<file path="src/rtl/serial_pkg.sv">
// Shared types and constants for the serial_port UART peripheral.
package serial_pkg;

  localparam int unsigned DATA_BITS            = 8;
  localparam int unsigned DEFAULT_CLKS_PER_BIT = 434;

  typedef enum logic [1:0] {
    TX_IDLE,
    TX_START,
    TX_DATA,
    TX_STOP
  } tx_state_e;

  typedef enum logic [2:0] {
    RX_IDLE,
    RX_START,
    RX_DATA,
    RX_STOP,
    RX_WAIT_IDLE
  } rx_state_e;

endpackage

</file>
<file path="src/rtl/byte_fifo.sv">
// Byte-wide synchronous FIFO with show-ahead head and registered pointers/count.
module byte_fifo
  import serial_pkg::*;
#(
  parameter int unsigned DEPTH = 16
) (
  input  logic                 clock,
  input  logic                 reset,
  input  logic                 push,
  input  logic                 pop,
  input  logic [DATA_BITS-1:0] data_in,
  output logic [DATA_BITS-1:0] data_out,
  output logic                 full,
  output logic                 empty
);

  localparam int unsigned AW = $clog2(DEPTH);
  localparam int unsigned CW = AW + 1;

  logic [DATA_BITS-1:0] mem_q [DEPTH];
  logic [AW-1:0]        wr_ptr_q, wr_ptr_d;
  logic [AW-1:0]        rd_ptr_q, rd_ptr_d;
  logic [CW-1:0]        count_q, count_d;
  logic                 do_push, do_pop;

  assign full    = (count_q == CW'(DEPTH));
  assign empty   = (count_q == '0);
  assign do_push = push & ~full;
  assign do_pop  = pop & ~empty;

  // Head is forced to zero while empty so the output is defined straight out of reset.
  assign data_out = empty ? '0 : mem_q[rd_ptr_q];

  always_comb begin
    wr_ptr_d = wr_ptr_q;
    rd_ptr_d = rd_ptr_q;
    count_d  = count_q;
    if (do_push) wr_ptr_d = wr_ptr_q + AW'(1);
    if (do_pop)  rd_ptr_d = rd_ptr_q + AW'(1);
    if (do_push && !do_pop)      count_d = count_q + CW'(1);
    else if (!do_push && do_pop) count_d = count_q - CW'(1);
  end

  always_ff @(posedge clock) begin
    if (reset) begin
      wr_ptr_q <= '0;
      rd_ptr_q <= '0;
      count_q  <= '0;
    end else begin
      wr_ptr_q <= wr_ptr_d;
      rd_ptr_q <= rd_ptr_d;
      count_q  <= count_d;
    end
  end

  always_ff @(posedge clock) begin
    if (do_push) mem_q[wr_ptr_q] <= data_in;
  end

endmodule

</file>
<file path="src/rtl/serial_port.sv">
// 8N1 UART peripheral with RX/TX byte FIFOs on a processor serial handshake.
// Define SERIAL_PORT_LOOPBACK_EN to feed the transmitter back into the receiver.
module serial_port
  import serial_pkg::*;
#(
  parameter int unsigned CLKS_PER_BIT = DEFAULT_CLKS_PER_BIT,
  parameter int unsigned FIFO_DEPTH   = 16
) (
  input  logic       clock,
  input  logic       reset,
  input  logic [7:0] cpu_data_in,
  input  logic       cpu_wren_in,
  input  logic       cpu_rden_in,
  output logic [7:0] cpu_data_out,
  output logic       cpu_valid_out,
  output logic       cpu_ready_out,
  input  logic       uart_rx_in,
  output logic       uart_tx_out,
  output logic       rx_overrun_out,
  output logic       rx_frame_err_out
);

  localparam int unsigned CW = $clog2(CLKS_PER_BIT);
  localparam int unsigned BW = $clog2(DATA_BITS);
  localparam logic [CW-1:0] CNT_LAST = CW'(CLKS_PER_BIT - 1);
  localparam logic [CW-1:0] CNT_HALF = CW'(CLKS_PER_BIT / 2 - 1);
  localparam logic [BW-1:0] BIT_LAST = BW'(DATA_BITS - 1);

  logic                 tx_full, tx_empty, tx_pop;
  logic [DATA_BITS-1:0] tx_head;
  logic                 rx_full, rx_empty, rx_push;

  tx_state_e            tx_state_q, tx_state_d;
  logic [CW-1:0]        tx_cnt_q, tx_cnt_d;
  logic [BW-1:0]        tx_bit_q, tx_bit_d;
  logic [DATA_BITS-1:0] tx_shift_q, tx_shift_d;
  logic                 tx_q, tx_d;

  rx_state_e            rx_state_q, rx_state_d;
  logic [CW-1:0]        rx_cnt_q, rx_cnt_d;
  logic [BW-1:0]        rx_bit_q, rx_bit_d;
  logic [DATA_BITS-1:0] rx_shift_q, rx_shift_d;
  logic                 ovr_q, ovr_d, ferr_q, ferr_d;
  logic [1:0]           sync_q;
  logic                 rx_src, rx_s;

  byte_fifo #(.DEPTH(FIFO_DEPTH)) u_tx_fifo (
    .clock(clock), .reset(reset), .push(cpu_wren_in), .pop(tx_pop),
    .data_in(cpu_data_in), .data_out(tx_head), .full(tx_full), .empty(tx_empty)
  );

  byte_fifo #(.DEPTH(FIFO_DEPTH)) u_rx_fifo (
    .clock(clock), .reset(reset), .push(rx_push), .pop(cpu_rden_in),
    .data_in(rx_shift_q), .data_out(cpu_data_out), .full(rx_full), .empty(rx_empty)
  );

  assign cpu_valid_out    = ~rx_empty;
  assign cpu_ready_out    = ~tx_full;
  assign uart_tx_out      = tx_q;
  assign rx_overrun_out   = ovr_q;
  assign rx_frame_err_out = ferr_q;

`ifdef SERIAL_PORT_LOOPBACK_EN
  logic unused_rx;
  assign unused_rx = uart_rx_in;
  assign rx_src    = tx_q;
`else
  assign rx_src = uart_rx_in;
`endif

  assign rx_s = sync_q[1];

  // tx_d is the line level for the state being entered, so the output stays registered.
  always_comb begin
    tx_state_d = tx_state_q;
    tx_cnt_d   = tx_cnt_q + CW'(1);
    tx_bit_d   = tx_bit_q;
    tx_shift_d = tx_shift_q;
    tx_d       = tx_q;
    tx_pop     = 1'b0;
    unique case (tx_state_q)
      TX_IDLE: begin
        tx_cnt_d = '0;
        if (!tx_empty) begin
          tx_pop     = 1'b1;
          tx_shift_d = tx_head;
          tx_state_d = TX_START;
          tx_d       = 1'b0;
        end
      end
      TX_START: begin
        if (tx_cnt_q == CNT_LAST) begin
          tx_cnt_d   = '0;
          tx_bit_d   = '0;
          tx_state_d = TX_DATA;
          tx_d       = tx_shift_q[0];
        end
      end
      TX_DATA: begin
        if (tx_cnt_q == CNT_LAST) begin
          tx_cnt_d = '0;
          if (tx_bit_q == BIT_LAST) begin
            tx_state_d = TX_STOP;
            tx_d       = 1'b1;
          end else begin
            tx_bit_d   = tx_bit_q + BW'(1);
            tx_shift_d = tx_shift_q >> 1;
            tx_d       = tx_shift_q[1];
          end
        end
      end
      TX_STOP: begin
        if (tx_cnt_q == CNT_LAST) begin
          tx_cnt_d = '0;
          if (!tx_empty) begin
            tx_pop     = 1'b1;
            tx_shift_d = tx_head;
            tx_state_d = TX_START;
            tx_d       = 1'b0;
          end else begin
            tx_state_d = TX_IDLE;
            tx_d       = 1'b1;
          end
        end
      end
      default: tx_state_d = TX_IDLE;
    endcase
  end

  always_comb begin
    rx_state_d = rx_state_q;
    rx_cnt_d   = rx_cnt_q + CW'(1);
    rx_bit_d   = rx_bit_q;
    rx_shift_d = rx_shift_q;
    ovr_d      = ovr_q;
    ferr_d     = ferr_q;
    rx_push    = 1'b0;
    unique case (rx_state_q)
      RX_IDLE: begin
        rx_cnt_d = '0;
        if (!rx_s) rx_state_d = RX_START;
      end
      RX_START: begin
        if (rx_cnt_q == CNT_HALF) begin
          rx_cnt_d   = '0;
          rx_bit_d   = '0;
          rx_state_d = rx_s ? RX_IDLE : RX_DATA;
        end
      end
      RX_DATA: begin
        if (rx_cnt_q == CNT_LAST) begin
          rx_cnt_d   = '0;
          rx_shift_d = {rx_s, rx_shift_q[DATA_BITS-1:1]};
          if (rx_bit_q == BIT_LAST) rx_state_d = RX_STOP;
          else                      rx_bit_d   = rx_bit_q + BW'(1);
        end
      end
      RX_STOP: begin
        if (rx_cnt_q == CNT_LAST) begin
          rx_cnt_d = '0;
          if (rx_s) begin
            rx_push    = 1'b1;
            ovr_d      = ovr_q | rx_full;
            rx_state_d = RX_IDLE;
          end else begin
            ferr_d     = 1'b1;
            rx_state_d = RX_WAIT_IDLE;
          end
        end
      end
      RX_WAIT_IDLE: begin
        rx_cnt_d = '0;
        if (rx_s) rx_state_d = RX_IDLE;
      end
      default: rx_state_d = RX_IDLE;
    endcase
  end

  always_ff @(posedge clock) begin
    if (reset) begin
      tx_state_q <= TX_IDLE;
      tx_cnt_q   <= '0;
      tx_bit_q   <= '0;
      tx_shift_q <= '0;
      tx_q       <= 1'b1;
      rx_state_q <= RX_IDLE;
      rx_cnt_q   <= '0;
      rx_bit_q   <= '0;
      rx_shift_q <= '0;
      ovr_q      <= 1'b0;
      ferr_q     <= 1'b0;
      sync_q     <= '1;
    end else begin
      tx_state_q <= tx_state_d;
      tx_cnt_q   <= tx_cnt_d;
      tx_bit_q   <= tx_bit_d;
      tx_shift_q <= tx_shift_d;
      tx_q       <= tx_d;
      rx_state_q <= rx_state_d;
      rx_cnt_q   <= rx_cnt_d;
      rx_bit_q   <= rx_bit_d;
      rx_shift_q <= rx_shift_d;
      ovr_q      <= ovr_d;
      ferr_q     <= ferr_d;
      sync_q     <= {sync_q[0], rx_src};
    end
  end

endmodule

</file>
<file path="config.mk">
export PLATFORM = sky130hd
export DESIGN_NAME = serial_port
export DESIGN_NICKNAME = d
export VERILOG_FILES = /design/src/rtl/serial_pkg.sv /design/src/rtl/byte_fifo.sv /design/src/rtl/serial_port.sv
export SDC_FILE = /design/constraint.sdc
export NUM_CORES = 1
export LEC_CHECK = 0
export ABC_AREA = 1
export BUFFER_PORTS_ARGS = -buffer_cell sky130_fd_sc_hd__buf_2
export CAP_MARGIN = 10
export CORE_UTILIZATION = 50
export DETAILED_ROUTE_END_ITERATION = 16
export GPL_TIMING_DRIVEN = 0
export PLACE_DENSITY = 0.67
export SLEW_MARGIN = 20
export SYNTH_ARGS = -nofsm -noshare
export SYNTH_HDL_FRONTEND = slang
export SYNTH_HIERARCHICAL = 1
export SYNTH_SLANG_ARGS = --single-unit
</file>
<file path="constraint.sdc">
create_clock -name clock -period 3.09 [get_ports clock]
set_input_delay 0.4635 -clock clock [delete_from_list [all_inputs] [get_ports clock]]
set_output_delay 0.4635 -clock clock [all_outputs]
set_load 0.05 [all_outputs]
</file>
# Word level (Yosys, flattened, before mapping)
# Memory sizes are Yosys's and may differ from the RTL's. A register that Yosys moved wholly into a read port is not among the register bits.
# Cells that the tools add are included.
# op_classes
n_addsub	12
n_eq_ne	27
mux	60
n_bitwise	10
reduce_logical	29
# op_table
cell	n
$mux 8	5
$mux 3	13
$mux 9	3
$pmux 9 s3	1
$ne 2x2->1 const B	13
$pmux 8 s3	1
$mux 5	4
$add 9x1->9 const B	2
$eq 9x9->1 const B	2
$pmux 9 s2	1
$add 4x1->4 const B	4
$mux 1	16
$mux 4	4
$reduce_and 4->1	4
$pmux 3 s5	1
$mux 2	6
$pmux 3 s2	2
$add 5x1->5 const B	2
$eq 5x5->1 const B	2
$logic_not 5->1	2
$sub 5x1->5 const B	2
$eq 3x3->1 const B	3
$eq 9x8->1 const B	1
$pmux 2 s4	1
22 further kinds	43
# totals
register_bits	76
ram_bits	256
inputBits	13
out_inout_bits	13
memories	2
# mem_list
name	depth	word_bits	rd	rd_clocked_by_memory_dff	wr	line	source
u_rx_fifo.mem_q	16	8	1	1	1	byte_fifo.sv:20	logic [DATA_BITS-1:0] mem_q [DEPTH];
u_tx_fifo.mem_q	16	8	1	1	1	byte_fifo.sv:20	

# Depth between registers and ports, before layout
# logic_depth
word_depth	8
depth_mapped	18
mapped_depth_nobuf	18

# Cells and area by module
# The synthesis kept the hierarchy.
# modules_own_cells
mod	n_inst	cells_each	area_per_inst_um2	seq_area_each_um2
byte_fifo	2	546	6075.8	4184.0
serial_port	1	346	2555.0	1001.0

# Worst setup path after synthesis
# OpenSTA, ideal clock, no wires.
# synth_timing
path_type	register -> register
start	register u_tx_fifo.count_q[0]
end	register u_tx_fifo.count_q[3]
setup_ns	0.115
arrival_time_ns	2.377
setup_slack_ns	0.598
path_stages_with_launch	16
path_cell_list	dfxtp_1 -> nor2_2 -> nand4_1 -> clkinv_1 -> inv_1 -> nand4_1 -> a21oi_1 -> nand2_1 -> ha_1 -> inv_1 -> ha_1 -> a21oi_1 -> nand2_1 -> xor2_1 -> o21ai_0 -> inv_1
# synth_via
elab_chain_cells	8
word_cells_on_any_way	18
# synth_lines
element	line	source
start: declaration	byte_fifo.sv:23	logic [CW-1:0] count_q, count_d;
start signal: assignment	byte_fifo.sv:52	count_q <= count_d;
$logic_not 5->1 *	byte_fifo.sv:27	assign empty = (count_q == '0);
net tx_empty	serial_port.sv:29	logic tx_full, tx_empty, tx_pop;
$mux 1 *	serial_port.sv:84, serial_port.sv:115	
$mux 1	serial_port.sv:113	if (tx_cnt_q == CNT_LAST) begin
$pmux 1 s2 *	serial_port.sv:81	unique case (tx_state_q)
net tx_pop	serial_port.sv:29	
$and 1x1->1 *	byte_fifo.sv:29	assign do_pop = pop & ~empty;
$logic_not 1->1	byte_fifo.sv:40	if (do_push && !do_pop) count_d = count_q + CW'(1);
$logic_and 1x1->1	byte_fifo.sv:40	
$mux 5 / $reduce_bool 2->1 (equally long branches)	n/a	
# Mark *: on every way through the listed nets, which the timed path passes. The rest lies on a longest branch. The select of a mux whose other input is x is not followed.
# A chain may end at the register's enable or synchronous reset.

# Worst setup path in the final report
# layout_timing
start	register rx_cnt_q[0]
end	register u_rx_fifo.count_q[3]
# layout_via
elab_chain_cells	7
word_cells_on_any_way	9
# layout_lines
element	line	source
start: declaration	serial_port.sv:40	logic [CW-1:0] rx_cnt_q, rx_cnt_d;
start signal: assignment	serial_port.sv:200	rx_cnt_q <= rx_cnt_d;
$eq 9x9->1 *	serial_port.sv:159	if (rx_cnt_q == CNT_LAST) begin
$mux 1 *	serial_port.sv:159	
$mux 1 *	serial_port.sv:138	unique case (rx_state_q)
net rx_push	serial_port.sv:31	logic rx_full, rx_empty, rx_push;
$and 1x1->1 *	byte_fifo.sv:28	assign do_push = push & ~full;
net u_rx_fifo.do_push	byte_fifo.sv:24	logic do_push, do_pop;
$logic_not 1->1	byte_fifo.sv:41	else if (!do_push && do_pop) count_d = count_q - CW'(1);
$logic_and 1x1->1	byte_fifo.sv:41	
$reduce_bool 2->1 (no source line)	n/a	
end signal: assignment	byte_fifo.sv:52	
end: declaration	byte_fifo.sv:23	
# Mark *: on every way through the listed nets, which the timed path passes. The rest lies on a longest branch.

==> run summary <==
Pins Over Slew Limit = 0
Die Y = 173.5 um
simple-gate share of the synthesized area = 0.2341
TritonCTS clock tree = built
port buffer count = 25
first-pass GRT wire length = 51410 um
Tcrit/Tclk final = 0.8945
H-tree depth = 2
reg-to-reg startpoint = rx_cnt_q[0]
crit path time final = 2.764 ns
worst hold stages = 2
crit path DAT = 3.17 ns
Peak VDD IR = 0.0006360 V
startpoint type of the worst setup path = flip-flop
Pwr per Cell Area = 872.2 nW/um2
clock slew at reported path FFs = 0.06 ns
outcome = complete, no violations
DP HPWL = 21730 um
compound-cell area share of the yosys netlist = 0.03803
synthesized area per cell = 10.23 um2
P&R area growth vs syn = 12.82%
Setup TNS Final = 0 ns
Leak = 6.305 nW
reg2reg end = u_rx_fifo/count_q[3]
Post-synth top cells = nand2_1 (424), edfxtp_1 (256), nand3_1 (232)
top post-synthesis cells by area = edfxtp_1 (52%), dfxtp_1 (11%), nand2_1 (11%)
critical setup path kind = flip-flop to flip-flop
HP Start = uart_rx_in
Core Area = 28860 um2
Final Setup Violations = 0
XOR/XNOR Fraction of Synth Area = 0.008338
largest net degree at the start of global routing = 19
via count = 10230
count leader, synth = nand2_1
crit-path max FO = 7
ANT cells = 0
placed insts = 1847
DR iter-0 viols = 890
pre-CTS WS = 0.1359 ns
post-synthesis mux area share = 0.004084
initial core utilization = 0.5096
Root Buffer = clkbuf_16
Adder-Cell Fraction of Synth Area = 0.03080
synthesis-stage register bit count = 340
Cells after Synth = 1438
top cell type's share of synthesized area = 0.5227
CP required = 3.50 ns
RSZ-0062 raised after global routing = false
CTS Buf Count = 37
Core Util, Final = 0.5750
biggest area consumer among synthesized cells = edfxtp_1
r2r setup slk = 0.33 ns
Final WS setup = 0.3261 ns
total grt overflow = 0
Yosys cell types = 42
clock sinks = 340
syn_nets = 1486
Synth Cell Area = 14710 um2
drt via density = 5.342
top_reg_cell synth = edfxtp_1
Clock Path Buffers = 3
Hold Path Class = input port to flip-flop
largest family of logic cells by synthesized area = simple AND/OR/NAND/NOR gates
max cap viols = 0
Pre-antenna DRT Iters = 5
Clock Latency Late Sink = 0.54 ns
EDFF count, synth = 256
share of layout cells above drive strength 1 = 0.1150
crit end category = flip-flop
Die ar. = 30100 um2
end of the worst hold path = sync_q[0]
# DRC = 0
Nets = 1551
worst slew pin tran = 0.9820 ns
number of core rows = 62
Die Width = 173.5 um
boundary pin count = 26
vias in the first global route = 9674
register area share after synthesis = 0.6371
drt total wl = 32120 um
GP Congestion = 0.8850
Detail Route Antenna Nets = 0
max_slew headroom = 0.3429
FF-to-FF path depth = 15
Post-synth ARST share = 0
initial antenna violation count = 0
fin cells = 1915
Hold Fails Final Rpt = 0
routed len/inst = 16.77 um
Final Skew = 0.02438 ns
Synth Warn # = 6
Tot GR Track Use = 0.2183
f_max = 0.3618 GHz
==> cell usage in the layout, fill, tap and decap left out, drive strengths merged, types with 2 or more instances in the layout <==
| cell | Yosys | layout |
|---|---|---|
| nand2 | 435 | 435 |
| edfxtp | 256 | 256 |
| nand3 | 234 | 234 |
| nor2 | 104 | 104 |
| dfxtp | 84 | 84 |
| inv | 81 | 82 |
| buf | 48 | 74 |
| a21oi | 68 | 68 |
| clkbuf | 8 | 51 |
| ha | 33 | 33 |
| o21ai | 28 | 28 |
| clkinv | 2 | 14 |
| xor2 | 12 | 12 |
| nand4 | 9 | 9 |
| or2 | 7 | 7 |
| nor3 | 7 | 7 |
| mux2i | 6 | 6 |
| clkinvlp | 0 | 6 |
| bufinv | 0 | 5 |
| nor3b | 2 | 2 |
| xnor2 | 2 | 2 |
| nand2b | 2 | 2 |
| fa | 2 | 2 |
| a211oi | 2 | 2 |
==> flip-flops by register name (all words and copies together), names as in the netlist, 2 cells and up, named ones only <==
name	cells
rx_shift_q	8
rx_state_q	3
u_rx_fifo/rd_ptr_q	4
tx_bit_q	3
u_rx_fifo/count_q	5
u_rx_fifo/mem_q	128
u_rx_fifo/wr_ptr_q	4
rx_bit_q	3
rx_cnt_q	9
tx_state_q	2
tx_shift_q	8
u_tx_fifo/mem_q	128
u_tx_fifo/count_q	5
u_tx_fifo/wr_ptr_q	4
tx_cnt_q	9
u_tx_fifo/rd_ptr_q	4
sync_q	2
==> area by class of cell <==
class,instances,area [um2]
clock buffers,43,979.7
flip-flops and latches,340,9369
clock inverters,24,282.8
inverters,83,315.3
plain buffers,56,387.9
multi-input cells,959,4644
well taps,384,480.5
fillers,2401,12270
repair buffers,26,132.6
==> critical path, stage by stage (launching register included) <==
cell and delay [ns]:
dfxtp_1 0.39, ha_1 0.18, nand2_1 0.06, nor2_1 0.13, nand2_2 0.16, nor4_2 0.19, nand2_2 0.14, inv_2 0.14
ha_1 0.21, inv_1 0.11, ha_1 0.35, a21oi_1 0.17, nand2_1 0.08, xor2_1 0.15, o21ai_0 0.14, inv_1 0.05
==> power breakdown <==
part	switching (mW)	total, mW	internal [mW]
clock	1.77	4.48	2.71
sequential	0.189	5.31	5.12
combinational	3.20	4.68	1.48
total	5.16	14.5	9.31
==> logic make-up after synthesis <==
| family | after synthesis |
|---|---|
| multiplexers | 6 |
| AND/OR/NAND/NOR | 801 |
| XOR/XNOR | 14 |
| AO/OA/AOI/OAI | 103 |
| adder cells (fa/ha/maj) | 35 |
| flip-flops | 340 |
| buffers and inverters | 139 |
==> metrics by stage <==
stage | hold WS (ns) | power [mW] | area, um2
finish | 0.1286 | 14.47 | 16590
global placement | 0.3954 | 9.951 | 15310
global route | 0.1240 | 15.30 | 16590
CTS | 0.1103 | 14.51 | 16570
floorplan | 0.3895 | 8.859 | 14710
detailed placement | 0.4046 | 10.02 | 15310
==> metal layers <==
layer  vias up  track usage  share of wire
met1      4783       0.2851           0.42
met2       346       0.3708           0.49
li1       5031            -              -
met5         -            0              0
met3        69      0.03618          0.067
met4         0      0.07190          0.025
==> repair_timing <==
item                       4_1_cts  5_1_grt
hold buffers                     0        0
buffers inserted                 0        1
gates resized for setup          0        2
setup endpoints to repair        0        3
==> how the worst max path moves through the flow <==
stage                                     from              endpoint  slack [ns]  depth (start not counted)
after floorplan           u_tx_fifo/count_q[0]  u_tx_fifo/count_q[3]        0.60                         15
after CTS                 u_tx_fifo/count_q[0]  u_tx_fifo/count_q[3]        0.12                         15
after global routing               rx_cnt_q[0]  u_rx_fifo/count_q[3]        0.08                         15
after detailed placement  u_tx_fifo/count_q[0]  u_tx_fifo/count_q[3]        0.14                         15
final                              rx_cnt_q[0]  u_rx_fifo/count_q[3]        0.33                         15
after global placement    u_tx_fifo/count_q[0]  u_tx_fifo/count_q[3]        0.18                         15
Note: power is estimated with default switching activity, not from simulation.
